--- src/rtl/fifo_narrow_to_wide.sv ---
`default_nettype none
// ============================================================================
// Module   : fifo_narrow_to_wide
// Brief    : Width-upsizing FIFO; one DATA_WIDTH word per push, the two oldest
//            words delivered together as one 2*DATA_WIDTH word per pop.
// Revision : 1.0
// ============================================================================
module fifo_narrow_to_wide #(
    parameter int DATA_WIDTH = 8,
    parameter int ADDR_WIDTH = 4
) (
    input  logic                    clk,
    input  logic                    reset,
    input  logic                    wr,
    input  logic [DATA_WIDTH-1:0]   w_data,
    input  logic                    rd,
    output logic [2*DATA_WIDTH-1:0] r_data,
    output logic                    empty,
    output logic                    full,
    output logic [ADDR_WIDTH:0]     count
);

    localparam int                  c_depth      = 2 ** ADDR_WIDTH;
    localparam logic [ADDR_WIDTH:0] c_full_count = (ADDR_WIDTH + 1)'(c_depth);
    localparam logic [ADDR_WIDTH:0] c_one        = (ADDR_WIDTH + 1)'(1);
    localparam logic [ADDR_WIDTH:0] c_two        = (ADDR_WIDTH + 1)'(2);

    logic [DATA_WIDTH-1:0] mem_q [c_depth];

    logic [ADDR_WIDTH-1:0] w_ptr_q, w_ptr_d;
    logic [ADDR_WIDTH-1:0] r_ptr_q, r_ptr_d;
    logic [ADDR_WIDTH:0]   count_q, count_d;

    logic                  w_push;
    logic                  w_pop;
    logic [ADDR_WIDTH-1:0] w_r_ptr_hi;

    // Flags depend only on the registered count, so wr/rd never reach outputs
    // combinationally.
    assign empty  = (count_q < c_two);
    assign full   = (count_q == c_full_count);
    assign count  = count_q;

    assign w_push = wr && !full;
    assign w_pop  = rd && !empty;

    // r_ptr is always even and the depth is even, so the partner slot never wraps.
    assign w_r_ptr_hi = r_ptr_q + ADDR_WIDTH'(1);
    assign r_data     = {mem_q[w_r_ptr_hi], mem_q[r_ptr_q]};

    always_comb begin
        w_ptr_d = w_ptr_q;
        r_ptr_d = r_ptr_q;
        count_d = count_q;
        if (w_push) begin
            w_ptr_d = w_ptr_q + ADDR_WIDTH'(1);
        end
        if (w_pop) begin
            r_ptr_d = r_ptr_q + ADDR_WIDTH'(2);
        end
        case ({w_push, w_pop})
            2'b10:   count_d = count_q + c_one;
            2'b01:   count_d = count_q - c_two;
            2'b11:   count_d = count_q - c_one;
            default: count_d = count_q;
        endcase
    end

    always_ff @(posedge clk) begin
        if (reset) begin
            w_ptr_q <= '0;
            r_ptr_q <= '0;
            count_q <= '0;
        end else begin
            w_ptr_q <= w_ptr_d;
            r_ptr_q <= r_ptr_d;
            count_q <= count_d;
        end
    end

    // Storage is not reset; a reset write is suppressed so discarded data stays inert.
    always_ff @(posedge clk) begin
        if (!reset && w_push) begin
            mem_q[w_ptr_q] <= w_data;
        end
    end

endmodule
`default_nettype wire

--- config.mk ---
export PLATFORM = sky130hd
export DESIGN_NAME = fifo_narrow_to_wide
export DESIGN_NICKNAME = d
export VERILOG_FILES = /design/src/rtl/fifo_narrow_to_wide.sv
export SDC_FILE = /design/constraint.sdc
export NUM_CORES = 1
export LEC_CHECK = 0
export ABC_AREA = 1
export CORE_ASPECT_RATIO = 0.9
export CORE_UTILIZATION = 50
export DETAILED_ROUTE_END_ITERATION = 8
export HOLD_SLACK_MARGIN = 0.08
export PLACE_DENSITY_LB_ADDON = 0.12
export SKIP_CTS_REPAIR_TIMING = 1
export SLEW_MARGIN = 5
export SYNTH_ARGS = -nofsm -noshare
export SYNTH_HDL_FRONTEND = slang
export SYNTH_SLANG_ARGS = --single-unit
--- constraint.sdc ---
create_clock -name clk -period 2.4 [get_ports clk]
set_input_delay 0.36 -clock clk [delete_from_list [all_inputs] [get_ports clk]]
set_output_delay 0.36 -clock clk [all_outputs]
set_load 0.05 [all_outputs]
* Word-level counts from Yosys, hierarchy flattened
Memories as Yosys holds them, arrays and structs flattened. A register that Yosys moved wholly into a read port is not among the register bits.
Cells that the tools add are included.
** Operators by class
- Add/subtract/negate cells :: 6
- $mul :: 0
- Divide/modulo/power cells :: 0
- Magnitude comparators :: 1
- Eq/ne operators :: 4
- Shifts and indexed selects :: 0
- Multiplexer cells :: 5
- Bitwise operators :: 0
- Reductions and logical operators :: 7
** Operator list (number)
- $pmux W5 S3 :: 1
- $add A4 B1 Y4 const B :: 2
- $mux W4 :: 2
- $add A5 B1 Y5 const B :: 1
- $eq A5 B5 Y1 const B :: 1
- $lt A5 B2 Y1 const B :: 1
- $sub A5 B1 Y5 const B :: 1
- $sub A5 B2 Y5 const B :: 1
- $add A4 B2 Y4 const B :: 1
- $eq A2 B2 Y1 const B :: 2
- $logic_and A1 B1 Y1 :: 3
- $logic_not A1 Y1 :: 3
- $reduce_bool A3 Y1 :: 1
- $eq A2 B1 Y1 const B :: 1
- $mux W1 :: 2
** Storage, ports and cells
- Bits in registers :: 13
- Latch bits :: 0
- Memory bits (writable) :: 128
- Bits in read-only memories :: 0
- Output and inout bits :: 23
- Memories :: 1
** Memory list
- mem_q :: depth 16, bits a word 8, rd ports 2, clocked after Yosys merged registers in 1, write ports 1, RTL line 28 : logic [DATA_WIDTH-1:0] mem_q [c_depth];

* Longest topological paths before layout
Gate-level depths: netlist of run 1.
- Depth in word-level cells :: 6
- Mapped depth :: 14
- Gate-level depth less buffers :: 14

* Worst setup path after synthesis of run 1
No wires, ideal clock.
- Path type :: register to register
- Start :: register count_q[1] (netlist: count[1])
- End :: register count_q[4] (netlist: count[4])
- Arrival time :: 2.484 ns
- Slack :: -0.198 ns
- Stages on the path, launching flop included :: 12
- Period minus slack after synthesis :: 2.598 ns
- Cell sequence :: dfxtp_1 inv_1 ha_1 nand2_1 nand2_4 nor2_1 ha_1 or2_2 nand3_1 nand3_1 a21oi_1 nor2_1
** Between the ends
- Cells in the longest elaborated chain, start to end :: 5
** RTL lines
- from (decl) :: RTL line 32 : logic [ADDR_WIDTH:0] count_q, count_d;
- from (signal assigned) :: RTL line 77 : count_q <= count_d;
- $lt A5 B2 Y1 or $eq A5 B5 Y1 (tied branches) :: RTL line 40, 41
- $logic_not A1 Y1, on equally long branches :: RTL line 45, 44
- $logic_and A1 B1 Y1, on equally long branches :: RTL line 45, 44
- $eq A2 B2 Y1 or $eq A2 B1 Y1 (tied branches) :: RTL line 61 : case ({w_push, w_pop})
- $pmux W5 S3 or $reduce_bool A3 Y1 (tied branches)
Several ways; a longest one is shown, not always the timed one.
A chain may end at the register's enable or synchronous reset.

* Worst setup path after layout of run 1
- Start :: register count_q[1] (netlist: count[1])
- End :: output full
** Between the ends
- Cells in the longest elaborated chain, start to end :: 1
** RTL lines
- $eq A5 B5 Y1 :: RTL line 41 : assign full = (count_q == c_full_count);
- to (decl) :: RTL line 19 : output logic full,
No other way between the ends.

==> flow_summary.ini, run 1 <==
[global_routing]
grt_max_degree = 36
overflow = 0
grt_pass1_wl_um = 20470
grt_pass1_vias = 3768
track_usage_pct = 23.14
antenna_found_initial = 0

[detailed_routing]
firstDrtPassIters = 4
post_drt_via_cell_ratio = 5.293
drtIter0Drc = 329
vias = 3922
wl_per_cell_um = 17.50
drc_errors = 0
antenna_left = 0
finalWirelength_um = 12970

[clock_tree]
clkTransAtPathRegs_ps = 60
cts_max_level = 4
cts_sinks = 143
root_buffer = clkbuf_16
cts_buffer_depth = 2
cts_made_buffers = 17
clk_latency_ps = 410
cts_tree = built

[setup_path]
path_buf_inv = 2
crit_slowest_cell = clkdlybuf4s50_1
r2r_cells = 13
cp_max_fo = 6
endpoint_kind = primary output
cp.arrival_ps = 1950
crit_path_start = count[1]
worstPathCellList = nor2_1 -> nand3_2 -> inv_1 -> clkdlybuf4s50_1
reg2reg_from = count[1]
start_kind = flop
rrSetupSlack_ps = 210
reg2reg_to = count[4]
endpoint = full
critical_path_required_ps = 2040
critPathTopFamily = buffers and inverters
max_stage_delay_ps = 790
critical_path_class = reg2out
path_depth = 4

[hold_path]
hold_class = reg2reg

[timing]
fin_skew_ps = 5.349
slew_headroom_pct = 53.21
rsz0062_at_grt = no
timing.final.crit_period_ps = 2309
fin_ws_ps = 90.80
period_share_pct = 96.22
setup_viol = 0
finalHoldViolations = 0
max_freq_mhz = 433.1
setup-tns-final_ps = 0
slew_violations = 0
worstMarginPinSlew_ps = 699.7

[power_and_ir_drop]
leakage_nw = 2.590
power.density_mw_per_mm2 = 1167
p_seq_share_pct = 36.2
p_sw_share_pct = 37.22
comb_power_share_pct = 33.9
netSwitchingPower_mw = 3.075
internal_power_mw = 5.187
max-vdd-ir-drop_v = 0.001093
power_frac_clock_pct = 29.9

[floorplanning]
core_area_sq_mm = 0.01153
die_h_um = 105.5
die_area_sq_mm = 0.01233
dieWidth_um = 116.9
initial_core_util_pct = 51.58
row_count = 37
io_pins = 35

[yosys]
synth_cell_types = 29
synth_area_per_cell_sq_um = 11.52
synth_cells = 516
synth_area_sq_mm = 0.005946
ys.flop_type = edfxtp_1
ys_ff_latch = 143
async_flop_share_pct = 0
syn_nets = 538
yosysWarnings = 0
synth-seq-area-share_pct = 69.70
synth_edf_count = 128

[placed_design]
place.port_buffers = 34
dpl-instance-area_sq_mm = 0.006507
dp.final_hpwl_um = 8099
gp_congestion = 0.8395
pre_cts_ws_ps = 107.8

[final_layout]
diodes = 0
syn2layout_area_growth_pct = 19.07
nets = 594
fin_util_pct = 61.41
design_area_sq_mm = 0.007079
num-fill-cells = 934
layout-drive-gt1-share_pct = 15.90
mostFrequentLayoutCells = 128 x edfxtp_1, 100 x nor2_1, 73 x nand2_1
layout_commonest_cell = edfxtp_1

[status]
status = completed

[job]
drv_cap = 0
-- synthesized netlist by cell type, drive strengths merged, types with 2 or more instances --
library cell  number  area share [%]
nand2             78             5.4
nand3             12             1.1
ha                 9             1.9
dfxtp             15             5.1
buf               18             1.9
edfxtp           128              65
clkbuf             2            0.13
nor2             103             6.6
a21oi             27             2.3
nor3               8            0.67
xor2               2            0.29
clkinv             2            0.15
o21ai             69             5.8
or2                2            0.21
inv               21             1.3
a31oi             16             1.7
-- worst min-delay path by stage --
stage                from         end  cells after the start  slack [ps]
2_1_floorplan          wr    count[0]                      1         450
3_3_place_gp   w_ptr_q[3]  w_ptr_q[3]                      2         520
3_5_place_dp   w_ptr_q[3]  w_ptr_q[3]                      2         510
4_1_cts        w_ptr_q[3]  w_ptr_q[3]                      2         520
5_1_grt        w_ptr_q[3]  w_ptr_q[3]                      2         550
6_report       w_ptr_q[3]  w_ptr_q[3]                      2         520
-- layer usage --
metal  global-route usage (%)  routed length, um  up-vias
met5                        0                  0        -
met4                    6.691                131        0
met3                    5.693                584       14
met2                    35.25               6230       90
met1                    33.01               6019     1889
li1                         -                  -     1929
-- state kept, by name, summed over array words and instances, names as in the netlist, named ones only --
signal and cells:
mem_q 128, count 5, w_ptr_q 4, r_ptr_q 3
-- kinds of logic (layout without fill, tap and decap cells) --
group	Yosys count	after routing	synth area share, %
simple gates	204	204	14.20
flops	143	143	69.70
compound gates	114	114	10.04
buf+inv	43	112	3.535
fa+ha+maj	10	10	2.231
xor+xnor	2	2	0.2947
-- layout make-up --
cell class / instances / area [sq um] / area share, %
sequential: 143 / 4154 / 58.68
multi-input combinational: 330 / 1592 / 22.48
timing repair buffer: 57 / 491.7 / 6.946
clock buffer: 19 / 432.9 / 6.115
tap: 156 / 195.2 / 2.757
clock inverter: 13 / 122.6 / 1.732
inverter: 23 / 91.34 / 1.290
-- power by group through the flow --
| stage | Sequential (mW) | Clock, mW | Combinational, mW |
|---|---|---|---|
| floorplan | 3.08 | 0 | 1.93 |
| global placement | 3.02 | 0 | 2.76 |
| detailed placement | 3.03 | 0 | 2.79 |
| CTS | 2.98 | 2.50 | 2.81 |
| global route | 3.01 | 2.61 | 3.04 |
| finish | 2.99 | 2.47 | 2.80 |
-- through the flow --
stage / power [mW] / std cells / hold WS [ps]
floorplan: 5.013 / 516 / 451.5
global placement: 5.784 / 709 / 515.2
detailed placement: 5.819 / 709 / 512.5
CTS: 8.293 / 741 / 522.5
global route: 8.665 / 741 / 549.7
finish: 8.263 / 741 / 522.1
-- worst register-to-register path, stage by stage, from the launching register on --
cell and delay (ps):
dfxtp_4 370, inv_2 90, ha_1 210, nand2_1 120, nand2_4 130, nor2_1 80
buf_4 150, fa_1 380, nand2_1 100, nand2_1 80, nand3_1 70, nand3_1 110
a21oi_1 150, nor2_1 60
(Power assumes the default switching activity.)
==> inputs of run 2 (changes only) <==
--- a/config.mk
+++ b/config.mk
@@ -10,8 +10,8 @@
 export CORE_UTILIZATION = 50
 export DETAILED_ROUTE_END_ITERATION = 8
+export GPL_TIMING_DRIVEN = 0
 export HOLD_SLACK_MARGIN = 0.08
 export PLACE_DENSITY_LB_ADDON = 0.12
 export SKIP_CTS_REPAIR_TIMING = 1
-export SLEW_MARGIN = 5
 export SYNTH_ARGS = -nofsm -noshare
 export SYNTH_HDL_FRONTEND = slang
==> constraint.sdc (replaced) <==
create_clock -name clk -period 2.4 [get_ports clk]
set_input_delay 0.24 -clock clk [delete_from_list [all_inputs] [get_ports clk]]
set_output_delay 0.24 -clock clk [all_outputs]
set_load 0.05 [all_outputs]
==> flow_summary.ini, run 2 (same netlist as run 1, synthesis figures left out) <==
[detailed_routing]
drc_errors = 0
highest_layer = met4
antenna_left = 0
post_drt_via_cell_ratio = 5.390
dr_wl_met2_um = 6205
vias = 3967
finalWirelength_um = 13350
drtIter0Drc = 357
met1Wirelength_um = 6117
wl_met3_um = 818
firstDrtPassIters = 4
wl_per_cell_um = 18.14

[timing]
fin_skew_ps = 7.485
setup-tns-final_ps = 0
rsz0062_at_grt = no
setup_viol = 0
slew_headroom_pct = 23.45
slew_violations = 0
max_freq_mhz = 435.9
whs_ps = 109.5
timing.final.crit_period_ps = 2294
worstMarginPinSlew_ps = 1140
period_share_pct = 95.59
fin_ws_ps = 105.8
finalHoldViolations = 0

[power_and_ir_drop]
max-vdd-ir-drop_v = 0.0008705
p_sw_share_pct = 36.95
power.density_mw_per_mm2 = 1196
power_mw = 8.430
power_frac_clock_pct = 31.8
p_seq_share_pct = 35.1
comb_power_share_pct = 33.1
internal_power_mw = 5.315
leakage_nw = 2.577
netSwitchingPower_mw = 3.115

[setup_path]
cp.arrival_ps = 2050
crit_slowest_cell = dfxtp_1
max_stage_delay_ps = 340
r2r_cells = 12
worstPathCellList = buf_2 -> buf_2 -> nor2_1 -> nor2_1 -> o21ai_0 -> a31oi_1 -> clkbuf_2
path_buf_inv = 3
reg2reg_from = count[1]
cp_max_fo = 10
critical_path_required_ps = 2160
reg2reg_to = count[4]
rrSetupSlack_ps = 160
start_kind = flop
critPathTopFamily = buffers and inverters
critical_path_class = reg2out
endpoint_kind = primary output

[final_layout]
nets = 590
mostFrequentLayoutCells = 128 x edfxtp_1, 99 x nor2_1, 73 x nand2_1
diodes = 0
multi_input_area_sq_mm = 0.001624
final_cells = 736
regArea_sq_mm = 0.004150
largest_reg_flops = 128
syn2layout_area_growth_pct = 18.50
layout-drive-gt1-share_pct = 15.52
top_register = mem_q
num-fill-cells = 910
layout_commonest_cell = edfxtp_1

[floorplanning]
dieWidth_um = 116.9
die_h_um = 105.5
core_area_sq_mm = 0.01153
initial_core_util_pct = 51.58
row_count = 37
io_pins = 35
die_area_sq_mm = 0.01233

[global_routing]
grt_pass1_vias = 3862
grt_max_degree = 17
track_usage_pct = 23.92
grt_pass1_wl_um = 20940
antenna_found_initial = 0
overflow = 0

[clock_tree]
cts_sinks = 143
root_buffer = clkbuf_16
cts_max_level = 4
cts_tree = built
cts_made_buffers = 17
cts_buffer_depth = 2
clkTransAtPathRegs_ps = 60
clk_latency_ps = 420

[placed_design]
pre_cts_ws_ps = -449.2
place.port_buffers = 33
placed_cells = 705
dp.final_hpwl_um = 8591
gp_congestion = 0.8473

[hold_path]
hold_end = count[0]
hold_class = in2reg
min_from = reset
holdPathStages = 2

[status]
status = completed

[job]
drv_cap = 0
run 2: changes by cell type in the layout (fill, tap and decap cells not counted), sizes merged:
cell,delta
clkbuf,+15
clkinvlp,-3
clkdlybuf4s50,-1
bufinv,+2
clkinv,+2
dlymetal6s2s,+1
buf,-21
run 2: worst max-delay path by stage:
stage	startpoint	end	slack, ps	depth (start not counted)
after floorplan	count[1]	count[4]	40	11
after global placement	wr	mem_q[1][6]	-270	5
after detailed placement	wr	mem_q[1][5]	-450	5
after CTS	r_ptr_q[1]	r_data[12]	-430	7
after global routing	r_ptr_q[1]	r_data[13]	2	7
final	r_ptr_q[1]	r_data[12]	110	7
run 2: metrics by stage:
stage	utilization [%]	cell area (sq um)
6_report	61.12	7046
5_1_grt	61.12	7046
4_1_cts	61.36	7073
3_5_place_dp	56.17	6475
3_3_place_gp	56.17	6475
2_1_floorplan	-	5949
run 2: area by class of cell:
class	count	share of cell area, %
Inverter	23	1.296
Timing Repair Buffer	34	3.800
Buffer	19	1.687
Clock inverter	14	2.451
Tap cell	156	2.770
Sequential cell	143	58.91
Clock buffer	17	6.038
Multi-Input combinational cell	330	23.05
run 2: power groups by stage:
stage	registers (mW)	clock network (mW)	logic [mW]
after floorplan	3.08	0	1.93
after global placement	3.00	0	2.90
after detailed placement	3.00	0	2.93
after CTS	2.95	2.70	2.95
after global routing	2.98	2.82	3.03
final	2.96	2.68	2.79
run 2: routing by layer:
metal,vias to the layer above,global-route usage [%]
li1,1919,-
met1,1903,33.48
met2,130,35.38
met3,15,7.246
met4,0,8.590
met5,-,0
==> inputs of run 3 (changes only) <==
CORE_UTILIZATION = 59   (was 50)
MAX_ROUTING_LAYER = met4   (was default)
==> flow_summary.ini, run 3 (same netlist as run 1, synthesis figures left out) <==
[floorplanning]
dieWidth_um = 107.8
row_count = 34
core_area_sq_mm = 0.009742
die_h_um = 97.24
io_pins = 35
die_area_sq_mm = 0.01048
initial_core_util_pct = 61.03

[global_routing]
grt_pass1_wl_um = 19830
grt_max_degree = 17
antenna_found_initial = 0
grt_pass1_vias = 3862
track_usage_pct = 27.01
overflow = 0

[final_layout]
multi_input_area_sq_mm = 0.001629
layout_commonest_cell = edfxtp_1
top_register = mem_q
largest_reg_flops = 128
num-fill-cells = 663
diodes = 0
syn2layout_area_growth_pct = 18.60
nets = 592
mostFrequentLayoutCells = 128 x edfxtp_1, 99 x nor2_1, 73 x nand2_1
fin_util_pct = 72.39
layout-drive-gt1-share_pct = 16.98
regArea_sq_mm = 0.004150

[detailed_routing]
antenna_left = 0
post_drt_via_cell_ratio = 5.728
drtIter0Drc = 284
wl_per_cell_um = 18.39
firstDrtPassIters = 8
drc_errors = 0
finalWirelength_um = 13040
vias = 4061

[timing]
fin_ws_ps = 71.41
setup_viol = 0
timing.final.crit_period_ps = 2329
fin_skew_ps = 5.744
max_freq_mhz = 429.4
finalHoldViolations = 0
slew_headroom_pct = 27.87
setup-tns-final_ps = 0
slew_violations = 0
worstMarginPinSlew_ps = 1074
period_share_pct = 97.02

[power_and_ir_drop]
netSwitchingPower_mw = 3.192
internal_power_mw = 5.309
p_sw_share_pct = 37.55
p_seq_share_pct = 34.8
max-vdd-ir-drop_v = 0.0009864
power_frac_clock_pct = 32.2
power.density_mw_per_mm2 = 1206
comb_power_share_pct = 33.0
leakage_nw = 2.595

[status]
status = completed

[setup_path]
max_stage_delay_ps = 330
worstPathCellList = buf_2 -> clkinv_2 -> buf_2 -> o21ai_0 -> a31oi_1 -> clkbuf_2
crit_slowest_cell = dfxtp_1
cp_max_fo = 10
critical_path_required_ps = 2160
start_kind = flop
cp.arrival_ps = 2090
cpMostUsedCell = buf_2
critical_path_class = reg2out
endpoint_kind = primary output

[placed_design]
place.port_buffers = 33
pre_cts_ws_ps = -273.7
dp.final_hpwl_um = 8384
gp_congestion = 0.8502

[clock_tree]
root_buffer = clkbuf_8
cts_tree = built
cts_made_buffers = 17
cts_buffer_depth = 2
cts_max_level = 4
clkTransAtPathRegs_ps = 60
clk_latency_ps = 520
cts_sinks = 143

[job]
drv_cap = 0

[hold_path]
hold_class = in2reg
run 3: changes by cell type in the layout (fill, tap and decap cells not counted), moves of 2 or more:
cell        change
clkinv_1        -3
clkinv_2        -3
clkinv_4        +2
clkinvlp_4      +2
dfxtp_1         -2
dfxtp_2         +3
inv_6           +2
o21ai_0         -4
o21ai_1         +4
run 3: cell type report:
| cell class | instances | area share [%] |
|---|---|---|
| sequential | 143 | 58.85 |
| inverter | 23 | 1.295 |
| tap | 126 | 2.236 |
| multi-input combinational | 330 | 23.10 |
| clock buffer | 17 | 5.873 |
| clock inverter | 15 | 2.945 |
| timing repair buffer | 35 | 3.903 |
| buffer | 20 | 1.792 |
run 3: layer usage:
layer | track usage (%) | vias to the layer above | wire length, um
met3 | 5.902 | 21 | 915
li1 | - | 1924 | -
met2 | 41.32 | 157 | 6332
met4 | 8.114 | 0 | 209
met1 | 36.59 | 1959 | 5582
met5 | - | - | 0
run 3: power groups by stage:
stage | sequential (mW) | combinational, mW | clock [mW]
2_1_floorplan | 3.08 | 1.93 | 0
3_3_place_gp | 3.00 | 2.86 | 0
3_5_place_dp | 3.00 | 2.92 | 0
4_1_cts | 2.95 | 2.94 | 2.74
5_1_grt | 2.97 | 3.02 | 2.83
6_report | 2.96 | 2.81 | 2.74
run 3: critical path, delay by kind of cell, from the launching register on:
kind                   cells  cell delay (ps)
buffers and inverters      4              760
AOI/OAI and AO/OA          2              470
DFF                        1              330
run 3: through the flow:
| step | hold WS (ps) | instances | power (mW) | instance area [sq um] |
|---|---|---|---|---|
| after floorplan | 331.5 | 516 | 5.013 | 5949 |
| final | 414.1 | 709 | 8.502 | 7052 |
| after CTS | -29.13 | 707 | 8.635 | 7064 |
| after global routing | 434.6 | 709 | 8.823 | 7052 |
| after global placement | 501.2 | 675 | 5.857 | 6437 |
| after detailed placement | 513.1 | 675 | 5.923 | 6442 |
run 3: worst paths after layout:
check	start	endpoint	slack (ps)	cells after the start
worst max register to register	count[3]	mem_q[5][6]	150	6
worst min-delay path	wr	count[0]	410	2
worst max-delay path	r_ptr_q[1]	r_data[10]	70	6
worst min register to register	count[0]	count[0]	530	1
==> patch 1: new RTL, config.mk and constraints of run 1 <==
Change the parameter `DATA_WIDTH` from 8 to 10.
--- a/src/rtl/fifo_narrow_to_wide.sv
+++ b/src/rtl/fifo_narrow_to_wide.sv
@@ -7,5 +7,5 @@
 // ============================================================================
 module fifo_narrow_to_wide #(
-    parameter int DATA_WIDTH = 8,
+    parameter int DATA_WIDTH = 10,
     parameter int ADDR_WIDTH = 4
 ) (
Interface: changed (resized r_data and w_data); port bits go from 35 to 41. The function was not compared with the original's and may differ.
==> patch 1 against run 1 <==
Sequential cell count is 32 higher; routed wire length increased by 25%; register-to-register slack improved by 0.13 ns; synthesized area up 21%; synthesized cell count up 16%; maximum frequency hardly changed; power is 16% higher; worst hold slack better by 0.047 ns; design area grew 20%; setup slack barely moved; via count up 20%; highest routed layer unchanged; first-iteration DRC count is 38% higher; largest cell class unchanged.
==> patch 1: results (changes against run 1) <==
| Metric | Value |
|---|---|
| Run status | `complete, no violations (unchanged)` |
| Sequential area share after synthesis | `0.7113 (was 0.6970)` |
| DP HPWL | `10,300 um (was 8099 um)` |
| Max clock buf depth | `2 (unchanged)` |
| Synth area leaders | `edfxtp_1 (67%), nor2_1 (8.6%), dfxtp_1 (4.2%), o21ai_0 (3.1%), o21ai_1 (3.0%) (was edfxtp_1 (65%), nor2_1 (6.3%), o21ai_0 (5.4%), dfxtp_1 (5.1%), nand2_1 (4.6%))` |
| List of most frequent post-synthesis cells | `nor2_1 (164), edfxtp_1 (160), o21ai_0 (44) (was edfxtp_1 (128), nor2_1 (100), nand2_1 (73))` |
| Cell area after placement | `7874 um2 (was 6507 um2)` |
| Clock root buffer | `clkbuf_16 (unchanged)` |
| Routed WL per cell | `18.67 um (was 17.50 um)` |
| Antenna cells | `0 (unchanged)` |
| First-pass GRT wire length | `25,270 um (was 20,470 um)` |
| # port buffers | `40 (was 34)` |
| Final Non-Filler Cells | `869 (was 741)` |
| Relative slew slack | `0.4870 (was 0.5321)` |
| Cells after DPL | `837 (was 709)` |
| Fraction of layout cells with a size suffix above 1 | `0.1553 (was 0.1590)` |
| FILL cells | `1,117 (was 934)` |
| Hold WC Path Type | `reg -> reg (unchanged)` |
| Worst EP arrival | `1.95 ns (about the same)` |
| Yosys warnings | `0 (unchanged)` |
| Syn Nets | `624 (was 538)` |
| Count of different cell masters after synthesis | `33 (was 29)` |
| RePlAce Congestion | `0.7920 (was 0.8395)` |
| Initial antenna violation count | `0 (unchanged)` |
| Max reg flops | `160 (was 128)` |
| Clock-pin slew on the worst setup and hold paths | `0.06 ns (about the same)` |
| Vias in the first global route | `4,461 (was 3,768)` |
| Largest net degree at the start of global routing | `42 (was 36)` |
| DR iter-0 viols | `453 (was 329)` |
| Vias per inst | `5.418 (was 5.293)` |
| Setup Skew | `0.005350 ns (was 0.005349 ns)` |
| Syn Area/Cell | `11.96 um2 (was 11.52 um2)` |
| Worst slack, placed | `0.1537 ns (was 0.1078 ns)` |
| CTS buffer count | `17 (unchanged)` |
| Main flop type after synthesis | `edfxtp_1 (unchanged)` |
| Drt pass-1 iters | `5 (was 4)` |
| Clk_lat worst skew | `0.42 ns` |
| Max rail drop VDD | `0.9585 mV (was 1.093 mV)` |
| CTS HTree Levels | `4 (unchanged)` |
| Aggregate global-route resource usage | `0.2343 (was 0.2314)` |
| Async set-reset flop share out of synthesis | `0 (unchanged)` |
| Number of flops mapped to enable cells by yosys | `160 (was 128)` |
| Static leakage | `0.003012 uW (was 0.002590 uW)` |
| Nets | `688 (was 594)` |
| Largest Register | `mem_q (unchanged)` |
| Critical Path Fanout Max | `21 (was 6)` |
patch 1: worst paths after layout:
kind / cells past startpoint / from / to / slack [ns]
setup / recovery: 6 / r_ptr_q[1] / r_data[18] / 0.09
setup reg to reg: 12 / count[1] / count[4] / 0.34
hold / removal: 3 / count[1] / count[1] / 0.57
hold reg to reg: 3 / count[1] / count[1] / 0.57
patch 1: cells by family after synthesis:
kind of cell / synth area share
simple gates: 0.1290
xor+xnor: 0.001221
buf+inv: 0.03591
compound gates: 0.1041
fa+ha+maj: 0.01848
flops: 0.7113
patch 1: metal layers:
layer	routed length, um	share of wire	up-vias	global-route usage
met1	7770	0.48	2292	0.3453
met4	298	0.018	0	0.07294
met2	7295	0.45	116	0.3477
met3	860	0.053	20	0.05263
met5	0	0	-	0
li1	-	-	2280	-
patch 1: area by class of cell:
type | count | area (um2) | share of cell area
Inverter | 26 | 107.6 | 0.01270
Clock inverter | 9 | 70.07 | 0.008268
Sequential cell | 175 | 5110 | 0.6030
Timing Repair Buffer | 76 | 666.9 | 0.07869
Clock buffer | 22 | 444.2 | 0.05241
Tap cell | 193 | 241.5 | 0.02850
Multi-Input combinational cell | 368 | 1834 | 0.2164
patch 1: worst max-delay path: stages, from the launching register on:
cell,delay [ns]
dfxtp_2,0.44
buf_12,0.19
o21ai_1,0.09
o22ai_1,0.22
nor2_1,0.09
a31oi_2,0.25
buf_4,0.25
patch 1: where the power goes:
| group | total, uW | internal [uW] | switching, uW |
|---|---|---|---|
| clock network | 2450 | 1400 | 1040 |
| registers | 3550 | 3430 | 111 |
| logic | 3590 | 1140 | 2450 |
| total | 9580 | 5970 | 3610 |
==> patch 2: new RTL, settings of run 1 <==
Without the edit above. Put one more register stage on the output `count`. The value now appears one clock later. The other outputs are not delayed to match. Comments in the files are not updated.
--- a/src/rtl/fifo_narrow_to_wide.sv
+++ b/src/rtl/fifo_narrow_to_wide.sv
@@ -40,5 +40,7 @@
     assign empty  = (count_q < c_two);
     assign full   = (count_q == c_full_count);
-    assign count  = count_q;
+    always_ff @(posedge clk) begin
+        count <= count_q;
+    end
 
     assign w_push = wr && !full;
Check against the original RTL: not equivalent (a bounded check fails within 4 cycles, from zero or initial values and one cycle with reset high).
==> patch 2 against run 1 <==
Sequential cell count is 5 higher; design area is 2.1% higher; setup slack better by 0.018 ns; via count is 2.1% higher; critical path depth is 2 higher; synthesized area is 1.7% higher; critical path type unchanged; count of clock-buffer cells in the layout is 8 higher; routed wire length is 0.79% lower; non-clock buffer count is 7 higher; clock power is 2% higher; power is 2.1% higher.
==> patch 2: results (changes against run 1) <==
| Metric | Value |
|---|---|
| Aggregate global-route resource usage | `0.2241 (was 0.2314)` |
| Critical Path Fanout Max | `25 (was 6)` |
| Setup Skew | `0.006340 ns (was 0.005349 ns)` |
| DP HPWL | `8256 um (was 8099 um)` |
| Worst R2R Start | `count_q[1] (was count[1])` |
| Hold path depth | `0 (was 2)` |
| Reg-to-reg critical path endpoint | `count_q[4] (was count[4])` |
| Drt pass-1 iters | `5 (was 4)` |
| DR iter-0 viols | `352 (was 329)` |
| Largest registers | `mem_q (128), count (5), count_q (5)` |
| Synth area leaders | `edfxtp_1 (64%), dfxtp_1 (6.6%), nor2_1 (6.2%), o21ai_0 (5.3%), nand2_1 (4.5%) (was edfxtp_1 (65%), nor2_1 (6.3%), o21ai_0 (5.4%), dfxtp_1 (5.1%), nand2_1 (4.6%))` |
| Tightest hold margin | `0.3664 ns (was 0.5221 ns)` |
| Run status | `complete, no violations (unchanged)` |
| Cell area after placement | `6644 um2 (was 6507 um2)` |
| Relative slew slack | `0.5375 (was 0.5321)` |
| # port buffers | `34 (unchanged)` |
| RePlAce Congestion | `0.8758 (was 0.8395)` |
| First-pass GRT wire length | `20,640 um (was 20,470 um)` |
| CTS buffer count | `17 (unchanged)` |
| Sequential area share after synthesis | `0.7020 (was 0.6970)` |
| Syn Nets | `543 (was 538)` |
| Hold Crit Endpoint | `count[1] (was w_ptr_q[3])` |
| Static leakage | `0.002695 uW (was 0.002590 uW)` |
| Crit path launch | `r_ptr_q[1] (was count[1])` |
| Max rail drop VDD | `0.6541 mV (was 1.093 mV)` |
| Fraction of layout cells with a size suffix above 1 | `0.1558 (was 0.1590)` |
| Min-Delay Startpoint | `count_q[1] (was w_ptr_q[3])` |
| Vias per inst | `5.317 (was 5.293)` |
| Critical Path End | `r_data[12] (was full)` |
| R2R depth | `15 (was 13)` |
| Worst EP arrival | `1.93 ns (was 1.95 ns)` |
| Vias in the first global route | `3,863 (was 3,768)` |
| Routed WL per cell | `17.08 um (was 17.50 um)` |
| Nets | `606 (was 594)` |
-- patch 2: cell count changes in the layout (fill, tap and decap cells not counted), sizes merged --
cell,change
buf,+7
clkinvlp,-4
clkdlybuf4s50,-1
dfxtp,+5
clkinv,-4
clkbuf,+8
dlymetal6s2s,+1
-- patch 2: layout make-up --
class                      count  area [um2]
fill                         903        4390
sequential                   148        4248
multi-input combinational    330        1592
timing repair buffer          64       538.0
clock buffer                  27       493.0
tap                          156       195.2
inverter                      23       88.84
clock inverter                 5       75.07
-- patch 2: critical path, stage by stage, from the launching register on --
cell and delay (ns):
dfxtp_1 0.42, buf_6 0.25, o21ai_0 0.11, o21ai_0 0.27
a21oi_1 0.08, a31oi_1 0.16, buf_4 0.22
-- patch 2: metrics by stage --
stage | TNS (ns) | utilization | std cells | total power [uW] | setup slack (ns)
2_1_floorplan | 0 | - | 521 | 5115 | 0.2277
3_3_place_gp | 0 | 0.5718 | 721 | 5908 | 0.1888
3_5_place_dp | 0 | 0.5718 | 721 | 5947 | 0.1565
4_1_cts | -0.2819 | 0.6207 | 753 | 8493 | -0.06031
5_1_grt | 0 | 0.6222 | 753 | 8850 | 0.002664
6_report | 0 | 0.6222 | 753 | 8437 | 0.1092
-- patch 2: routing by layer --
metal	GRT usage	routed length, um	vias to the layer above
met5	0	0	-
met4	0.07784	140	0
met3	0.06277	527	11
met2	0.3504	6193	83
met1	0.3013	6003	1952
li1	-	-	1958
-- patch 2: cells by family after synthesis --
family          count (synthesis)  synth area share
xor+xnor                        2          0.002898
simple gates                  204            0.1397
compound gates                114           0.09872
fa+ha+maj                      10           0.02194
flops                         148            0.7020
buf+inv                        43           0.03477
-- patch 2: power by group --
part	switching (uW)	internal (uW)
Combinational	1930	882
Sequential	155	2940
Clock	925	1610
